===== config.mk =====
export PLATFORM = sky130hd
export DESIGN_NAME = adder_arbiter
export DESIGN_NICKNAME = d
export VERILOG_FILES = /design/src/rtl/adder_arbiter.sv
export SDC_FILE = /design/constraint.sdc
export NUM_CORES = 1
export LEC_CHECK = 0
export ABC_AREA = 1
export BUFFER_PORTS_ARGS = -buffer_cell sky130_fd_sc_hd__buf_4
export CORE_AREA = 2 2 56 58
export DETAILED_ROUTE_END_ITERATION = 10
export DIE_AREA = 0 0 58 60
export PLACE_DENSITY = 0.79
export SLEW_MARGIN = 25
export SYNTH_ARGS = -nofsm -noshare
export SYNTH_HDL_FRONTEND = slang
export SYNTH_HIERARCHICAL = 1
export SYNTH_SLANG_ARGS = --single-unit

===== constraint.sdc =====
create_clock -name clk -period 5.3 [get_ports clk]
set_input_delay 0.53 -clock clk [delete_from_list [all_inputs] [get_ports clk]]
set_output_delay 0.53 -clock clk [all_outputs]
set_load 0.02 [all_outputs]

===== src/rtl/adder_arbiter.sv =====
// adder_arbiter: round-robin arbiter sharing one adder datapath between
// NUM_REQ valid/ready requesters, with a one-entry registered result stage.

// adder: plain DATA_WIDTH-bit ripple-style adder with carry in/out.
module adder #(
  parameter int DATA_WIDTH = 4
) (
  input  logic [DATA_WIDTH-1:0] a,
  input  logic [DATA_WIDTH-1:0] b,
  input  logic                  cin,
  output logic [DATA_WIDTH-1:0] sum,
  output logic                  cout
);

  // Full-width addition; the top bit of the widened sum is the carry-out.
  assign {cout, sum} = {1'b0, a} + {1'b0, b} + {{DATA_WIDTH{1'b0}}, cin};

endmodule

module adder_arbiter #(
  parameter int DATA_WIDTH = 4,
  parameter int NUM_REQ    = 4,
  parameter int ID_WIDTH   = $clog2(NUM_REQ)
) (
  input  logic                          clk,
  input  logic                          rst,
  input  logic [NUM_REQ-1:0]            req_valid,
  output logic [NUM_REQ-1:0]            req_ready,
  input  logic [NUM_REQ*DATA_WIDTH-1:0] req_x,
  input  logic [NUM_REQ*DATA_WIDTH-1:0] req_y,
  input  logic [NUM_REQ-1:0]            req_cin,
  output logic                          rsp_valid,
  input  logic                          rsp_ready,
  output logic [DATA_WIDTH-1:0]         rsp_sum,
  output logic                          rsp_cout,
  output logic [ID_WIDTH-1:0]           rsp_id
);

  logic [ID_WIDTH-1:0]   last_grant;
  logic [ID_WIDTH-1:0]   winner;
  logic                  found;
  logic                  can_accept;
  logic                  fire;
  logic [DATA_WIDTH-1:0] x_arr [NUM_REQ];
  logic [DATA_WIDTH-1:0] y_arr [NUM_REQ];
  logic [DATA_WIDTH-1:0] x_sel;
  logic [DATA_WIDTH-1:0] y_sel;
  logic                  cin_sel;
  logic [DATA_WIDTH-1:0] add_sum;
  logic                  add_cout;

  // Unpack the flat operand buses so the mux can index by requester.
  for (genvar g = 0; g < NUM_REQ; g++) begin : g_unpack
    assign x_arr[g] = req_x[g*DATA_WIDTH +: DATA_WIDTH];
    assign y_arr[g] = req_y[g*DATA_WIDTH +: DATA_WIDTH];
  end

  // Round-robin scan: first valid requester above last_grant, wrapping.
  always_comb begin
    int idx;
    // NOTE: every combinational output gets a default before any branch,
    // otherwise paths that skip an assignment would infer a latch.
    winner = '0;
    found  = 1'b0;
    idx    = 0;
    for (int k = 1; k <= NUM_REQ; k++) begin
      idx = int'(last_grant) + k;
      if (idx >= NUM_REQ) idx = idx - NUM_REQ;
      if (!found && req_valid[idx]) begin
        winner = ID_WIDTH'(idx);
        found  = 1'b1;
      end
    end
  end

  // Grant the winner only when the result stage can take a new entry.
  assign can_accept = !rsp_valid || rsp_ready;

  always_comb begin
    req_ready = '0;
    if (found && can_accept && !rst) req_ready[winner] = 1'b1;
  end

  assign fire = found && can_accept && !rst;

  // Operand mux feeding the single shared adder.
  assign x_sel   = x_arr[winner];
  assign y_sel   = y_arr[winner];
  assign cin_sel = req_cin[winner];

  adder #(
    .DATA_WIDTH (DATA_WIDTH)
  ) u_adder (
    .a    (x_sel),
    .b    (y_sel),
    .cin  (cin_sel),
    .sum  (add_sum),
    .cout (add_cout)
  );

  // Result stage and priority pointer; the pointer only moves on a fire.
  always_ff @(posedge clk) begin
    // NOTE: sequential state uses non-blocking assignments so every register
    // samples the pre-edge values regardless of statement order.
    if (rst) begin
      rsp_valid  <= 1'b0;
      rsp_sum    <= '0;
      rsp_cout   <= 1'b0;
      rsp_id     <= '0;
      last_grant <= ID_WIDTH'(NUM_REQ - 1);
    end else if (fire) begin
      rsp_valid  <= 1'b1;
      rsp_sum    <= add_sum;
      rsp_cout   <= add_cout;
      rsp_id     <= winner;
      last_grant <= winner;
    end else if (rsp_ready) begin
      rsp_valid  <= 1'b0;
    end
  end

endmodule


Word level (Yosys, flattened, before mapping):

Cells that the tools add are included.

* bits in registers: 10
* latch bits: 0
* memory bits (writable): 0
* memory bits (read-only): 0
* bits of input ports: 43
* output and inout bits: 12
* word-level logic and storage cells: 77
* memories kept: 0

* add/subtract/negate cells: 10
* multiply operators: 0
* divide/modulo/power cells: 0
* order comparisons: 11
* equal/unequal tests: 0
* shifts and indexed selects: 0
* mux-type cells: 37
* bitwise logic cells: 1
* reductions and logical operators: 13

Operators with widths (number)
* 32-bit by 4-bit less-than comparator with 1-bit output, second input constant: 4
* 32-bit two-way mux: 4
* 4-bit two-way mux: 5
* 4-bit binary-select mux with 2-bit select: 2
* 1-bit two-way mux: 16
* 3-bit >= comparator, second input constant: 4
* 3-bit by 3-bit subtractor with 4-bit output, second input constant: 3
* 1-bit binary-select mux with 2-bit select: 5
* 2-bit two-way mux: 4
* 2-bit by 2-bit adder with 3-bit output, second input constant: 2
* 1-bit logical AND: 6
* 4-bit by 4-bit adder with 5-bit output: 1
* 5-bit by 1-bit adder with 5-bit output: 1
* 1-bit zero test: 5
* 4-bit by 3-bit subtractor with 5-bit output, second input constant: 1
* 2-bit by 3-bit adder with 4-bit output, second input constant: 1
* 4-bit by 3-bit >= comparator with 1-bit output, second input constant: 1
* 2-bit by 1-bit adder with 3-bit output, second input constant: 1
* 2-bit by 3-bit less-than comparator with 1-bit output, second input constant: 1
* 2-bit inverter with 3-bit output: 1
* 1-bit demux with 2-bit select: 1
* 2-bit by 1-bit >= comparator with 1-bit output, second input constant: 1
* 2-bit nonzero test: 1
* 1-bit logical OR: 1

Depth between registers and ports, before layout:

* depth in word-level cells: 22
* gate-level depth with buffers: 23

By module:

Netlist, hierarchy kept.

By module, submodules not included
* adder_arbiter: times used 1, cells each 192, area each 1042.2 um^2, seq. area each 200.2 um^2
* adder: times used 1, cells each 25, area each 165.2 um^2, seq. area each 0.0 um^2

Least setup slack after synthesis:

OpenSTA, ideal clock, no wires.

* path kind: input port to flip-flop
* start: in req_valid[3]
* end: reg rsp_sum[1]
* data arrival time: 2.605 ns
* data required time: 5.242 ns
* slack: 2.637 ns
* stages: 19
* buffers on the path: 1
* path through: inv_1 -> nand2_1 -> nand3_1 -> nand2_1 -> nor2_4 -> nand3_2 -> nand2_4 -> nand2_4 -> buf_6 -> nand2_1 -> nand2_1 -> nand2_1 -> nand2_1 -> fa_1 -> inv_1 -> fa_1 -> inv_1 -> nand2_1 -> nand2_1

* cells in the longest elaborated chain, start to end: 19
* elaborated cells on any way between the ends: 39
* classes of those cells: 2 x add/sub; 28 x mux; 1 x bitwise; 8 x reduce/logical

RTL lines
* start: declaration: RTL line 27 `input logic [NUM_REQ-1:0] req_valid,`
* 1-bit binary-select mux with 2-bit select: RTL line 69 `if (!found && req_valid[idx]) begin`
* 1-bit two-way mux (not written as such) (2 in a row): RTL line 69
* 1-bit two-way mux: RTL line 69
* 1-bit zero test: RTL line 69
* 1-bit logical AND: RTL line 69
* 1-bit two-way mux: RTL line 69
* 1-bit zero test: RTL line 69
* 1-bit logical AND: RTL line 69
* [3 not listed]
* 2-bit two-way mux (*): RTL line 69
* 2-bit inverter with 3-bit output (not written as such) (*): RTL line 87 `assign x_sel = x_arr[winner];`
* 4-bit binary-select mux with 2-bit select (*): RTL line 87
* 4-bit two-way mux (not written as such) (*) (2 in a row): RTL line 87
* via x_sel[0]: RTL line 46 `logic [DATA_WIDTH-1:0] x_sel;`
* 4-bit by 4-bit adder with 5-bit output (*): RTL line 16 `assign {cout, sum} = {1'b0, a} + {1'b0, b} + {{DATA_WIDTH{1'b0}}, cin};`
* 5-bit by 1-bit adder with 5-bit output (*): RTL line 16
* via add_sum[1]: RTL line 49 `logic [DATA_WIDTH-1:0] add_sum;`
* end signal: assignment: RTL line 113 `rsp_sum <= add_sum;`
* end: declaration: RTL line 34 `output logic [DATA_WIDTH-1:0] rsp_sum,`

Mark *: on every way through the listed nets, which the timed path passes. The rest lies on a longest branch. The select of a mux whose other input is x is not followed.
A chain may end at the register's enable or synchronous reset.

Worst setup path after layout:

* start: reg last_grant[0]
* end: reg rsp_sum[1]

* cells in the longest elaborated chain, start to end: 22
* elaborated cells on any way between the ends: 55
* classes of those cells: 10 x add/sub; 4 x order compare; 32 x mux; 1 x bitwise; 8 x reduce/logical

RTL lines
* start: declaration: RTL line 39 `logic [ID_WIDTH-1:0] last_grant;`
* start signal: assignment: RTL line 110 `last_grant <= ID_WIDTH'(NUM_REQ - 1);`
* start signal: assignment: RTL line 116 `last_grant <= winner;`
* 2-bit by 1-bit adder with 3-bit output: RTL line 67 `idx = int'(last_grant) + k;`
* 3-bit by 3-bit subtractor with 4-bit output / 3-bit >= comparator (equally long branches): RTL line 68 `if (idx >= NUM_REQ) idx = idx - NUM_REQ;`
* 32-bit two-way mux: RTL line 68
* 1-bit binary-select mux with 2-bit select: RTL line 69
* 1-bit two-way mux (not written as such) (2 in a row): RTL line 69
* 1-bit two-way mux: RTL line 69
* 1-bit zero test: RTL line 69
* 1-bit logical AND: RTL line 69
* [6 not listed]
* 2-bit two-way mux (*): RTL line 69
* 2-bit inverter with 3-bit output (not written as such) (*): RTL line 87
* 4-bit binary-select mux with 2-bit select (*): RTL line 87
* 4-bit two-way mux (not written as such) (*) (2 in a row): RTL line 87
* via x_sel[0]: RTL line 46
* 4-bit by 4-bit adder with 5-bit output (*): RTL line 16
* 5-bit by 1-bit adder with 5-bit output (*): RTL line 16
* via add_sum[1]: RTL line 49

Marks and branches as above.

==> impl_metrics.json <==
{
  "rsz0062_at_grt": "no",
  "numPortBuffers": 54,
  "cp_max_fo": 13,
  "grt_usage_pct": 18.5,
  "wl_um": 2990,
  "worstReg2RegStart": "last_grant[0]",
  "status": "completed",
  "fillers": 319,
  "crit_path_start_kind": "flop",
  "path_clk_slew_ps": 60,
  "seqCellArea_um2": 200,
  "avgSynthCellArea_um2": 5.56,
  "r2r_cells": 19,
  "antenna_left": 0,
  "min_period_ps": 3130,
  "synth_fa_ha_area_share_pct": 6.42,
  "vias_per_cell": 4.80,
  "arrival_ps": 3350,
  "initial_core_util_pct": 41.6,
  "path_class": "reg2reg",
  "n_antenna_cell": 0,
  "path_common_cell": "nand2_1",
  "place_congestion": 0.882,
  "grt_max_degree": 22,
  "synth-compound-area-share_pct": 4.56,
  "cts_tree": "done",
  "finClkSkew_ps": 1.56,
  "dr.pass1.iters": 4,
  "coreArea_mm2": 0.00290,
  "cpPeakStageDelay_ps": 560,
  "cts_buffers": 3,
  "synth_seq_cells": 10,
  "hold_buffers": 0,
  "mappedNetlistArea_mm2": 0.00121,
  "grt-ovfl-total": 0,
  "yosys.area_share.simple_pct": 59.7,
  "design_area_mm2": 0.00161,
  "cap_violations": 0,
  "finalNetCount": 316,
  "hold_depth": 2,
  "core.rowCount": 20,
  "min_from": "rst",
  "cp_num_buf_inv": 4,
  "crit_path_end_kind": "flop",
  "post_drt_wl_per_cell_um": 9.99,
  "synthDistinctLibCells": 21,
  "maxSlewViolCount": 0,
  "die_area_mm2": 0.00348,
  "clk_latency_ps": 270,
  "cts-root-buf": "clkbuf_4",
  "hold_path.class": "in2reg",
  "rr_endpoint": "rsp_sum[1]",
  "grt_pass1_vias": 1261,
  "dp_hpwl_um": 2430,
  "postCtsSetupRepairBufs": 0,
  "area_growth_pct": 33.4,
  "fp.dieH_um": 60,
  "die_w_um": 58,
  "grt_pass1_wl_um": 5080,
  "fin_hold_ws_ps": 454,
  "max-slew-margin-rel_pct": 70.2,
  "r2r_setup_slack_ps": 2170,
  "drt_iter0_drc": 31,
  "ios": 55,
  "multi_input_area_um2": 862,
  "vias": 1435,
  "synth_cells": 217,
  "drc": 0,
  "cts_resized": 0,
  "crit_slowest_cell": "dfxtp_1",
  "hold_viol_final": 0,
  "crit_family": "simple AND/OR/NAND/NOR gates",
  "period_share_pct": 59.1,
  "worstPathCellList": "inv_8 -> nand2_2 -> nand2_1 -> nand2_1 -> nand2_2 -> nor2_4 -> nand2_1 -> nor2_1 -> nand2_1 -> nand2_1 -> inv_2 -> nand2_1 -> nand2_1 -> fa_1 -> inv_1 -> fa_1 -> inv_1 -> nand2_1 -> nand2_1",
  "ys_seq_area_share_pct": 16.6,
  "synth_xor_area_share_pct": 0.725,
  "fin_setup_tns_ps": 0,
  "fmax_mhz": 320,
  "synth_mux_area_share_pct": 0,
  "synth_fp_nets": 265,
  "synth_top_family_by_area": "simple AND/OR/NAND/NOR gates",
  "clock-sinks": 10,
  "clk_path_buf_depth": 2,
  "cts_max_level": 1,
  "placed_cell_area_mm2": 0.00159,
  "finalSetupViolations": 0,
  "worst_pin_slew_ps": 446,
  "antenna_found_initial": 0,
  "drive_gt1_share_pct": 29.3,
  "yosysWarnings": 6,
  "required_ps": 5520,
  "min_to": "rsp_id[0]"
}
-- cell usage after synthesis, drive strengths merged --
master | number | area (um^2)
nand2 | 123 | 507
nand3 | 30 | 155
inv | 19 | 78.8
dfxtp | 10 | 200
nor2 | 9 | 48.8
buf | 8 | 66.3
a21oi | 6 | 30.0
o21ai | 5 | 25.0
ha | 3 | 37.5
fa | 2 | 40.0
nor3 | 1 | 10.0
xnor2 | 1 | 8.76
-- state kept, by name (all words and copies together) (netlist names) --
signal	cells
rsp_cout	1
rsp_sum	4
rsp_id	2
rsp_valid	1
last_grant	2
-- final cells by class --
cell class / instances / share of cell area (%)
Timing Repair Buffer: 54 / 25.2
Sequential cell: 10 / 12.4
Multi-Input combinational cell: 180 / 53.5
Clock buffer: 3 / 1.40
Tap cell: 33 / 2.56
Inverter: 19 / 4.90
-- stage by stage --
stage / util, % / std cells / setup slack (ps)
floorplan: - / 217 / 2640
global placement: 54.7 / 296 / 2140
detailed placement: 54.7 / 296 / 2160
CTS: 55.5 / 299 / 2170
global route: 55.5 / 299 / 1840
finish: 55.5 / 299 / 2170
-- worst max path at each step --
stage | to | start | slack [ps] | depth (start not counted)
floorplan | rsp_sum[1] | req_valid[3] | 2640 | 19
finish | rsp_sum[1] | last_grant[0] | 2170 | 19
CTS | rsp_sum[1] | last_grant[0] | 2170 | 19
global placement | rsp_sum[1] | req_valid[3] | 2140 | 19
detailed placement | rsp_sum[1] | req_valid[3] | 2160 | 19
global route | rsp_sum[1] | last_grant[0] | 1840 | 19
-- cell families after synthesis --
group                      after synthesis
buffers and inverters                   27
and+or+nand+nor                        163
xor gates and xnor gates                 1
adders and majority gates                5
DFF                                     10
AOI/OAI and AO/OA                       11
-- per-layer routing --
layer,track usage [%],vias to the layer above,part of all wire [%]
met2,32.6,67,45
li1,-,769,-
met4,7.64,0,2.7
met3,2.60,6,8.5
met5,0,-,0
met1,22.6,593,44
-- cell usage in the layout, fill, tap and decap left out --
master	count
nor2_4	2
nand2_4	3
inv_1	14
o21ai_0	3
nand3_1	29
o21ai_1	2
xnor2_1	1
nand2_2	9
ha_1	3
a21oi_1	6
nand3_2	1
nor3_2	1
dfxtp_1	10
inv_2	4
buf_4	54
fa_1	2
inv_8	1
nor2_1	7
clkbuf_4	3
nand2_1	111
Power is left out: the tool's default activity adds up to more than one toggle a clock period on the data nets, which glitch-free logic cannot reach.
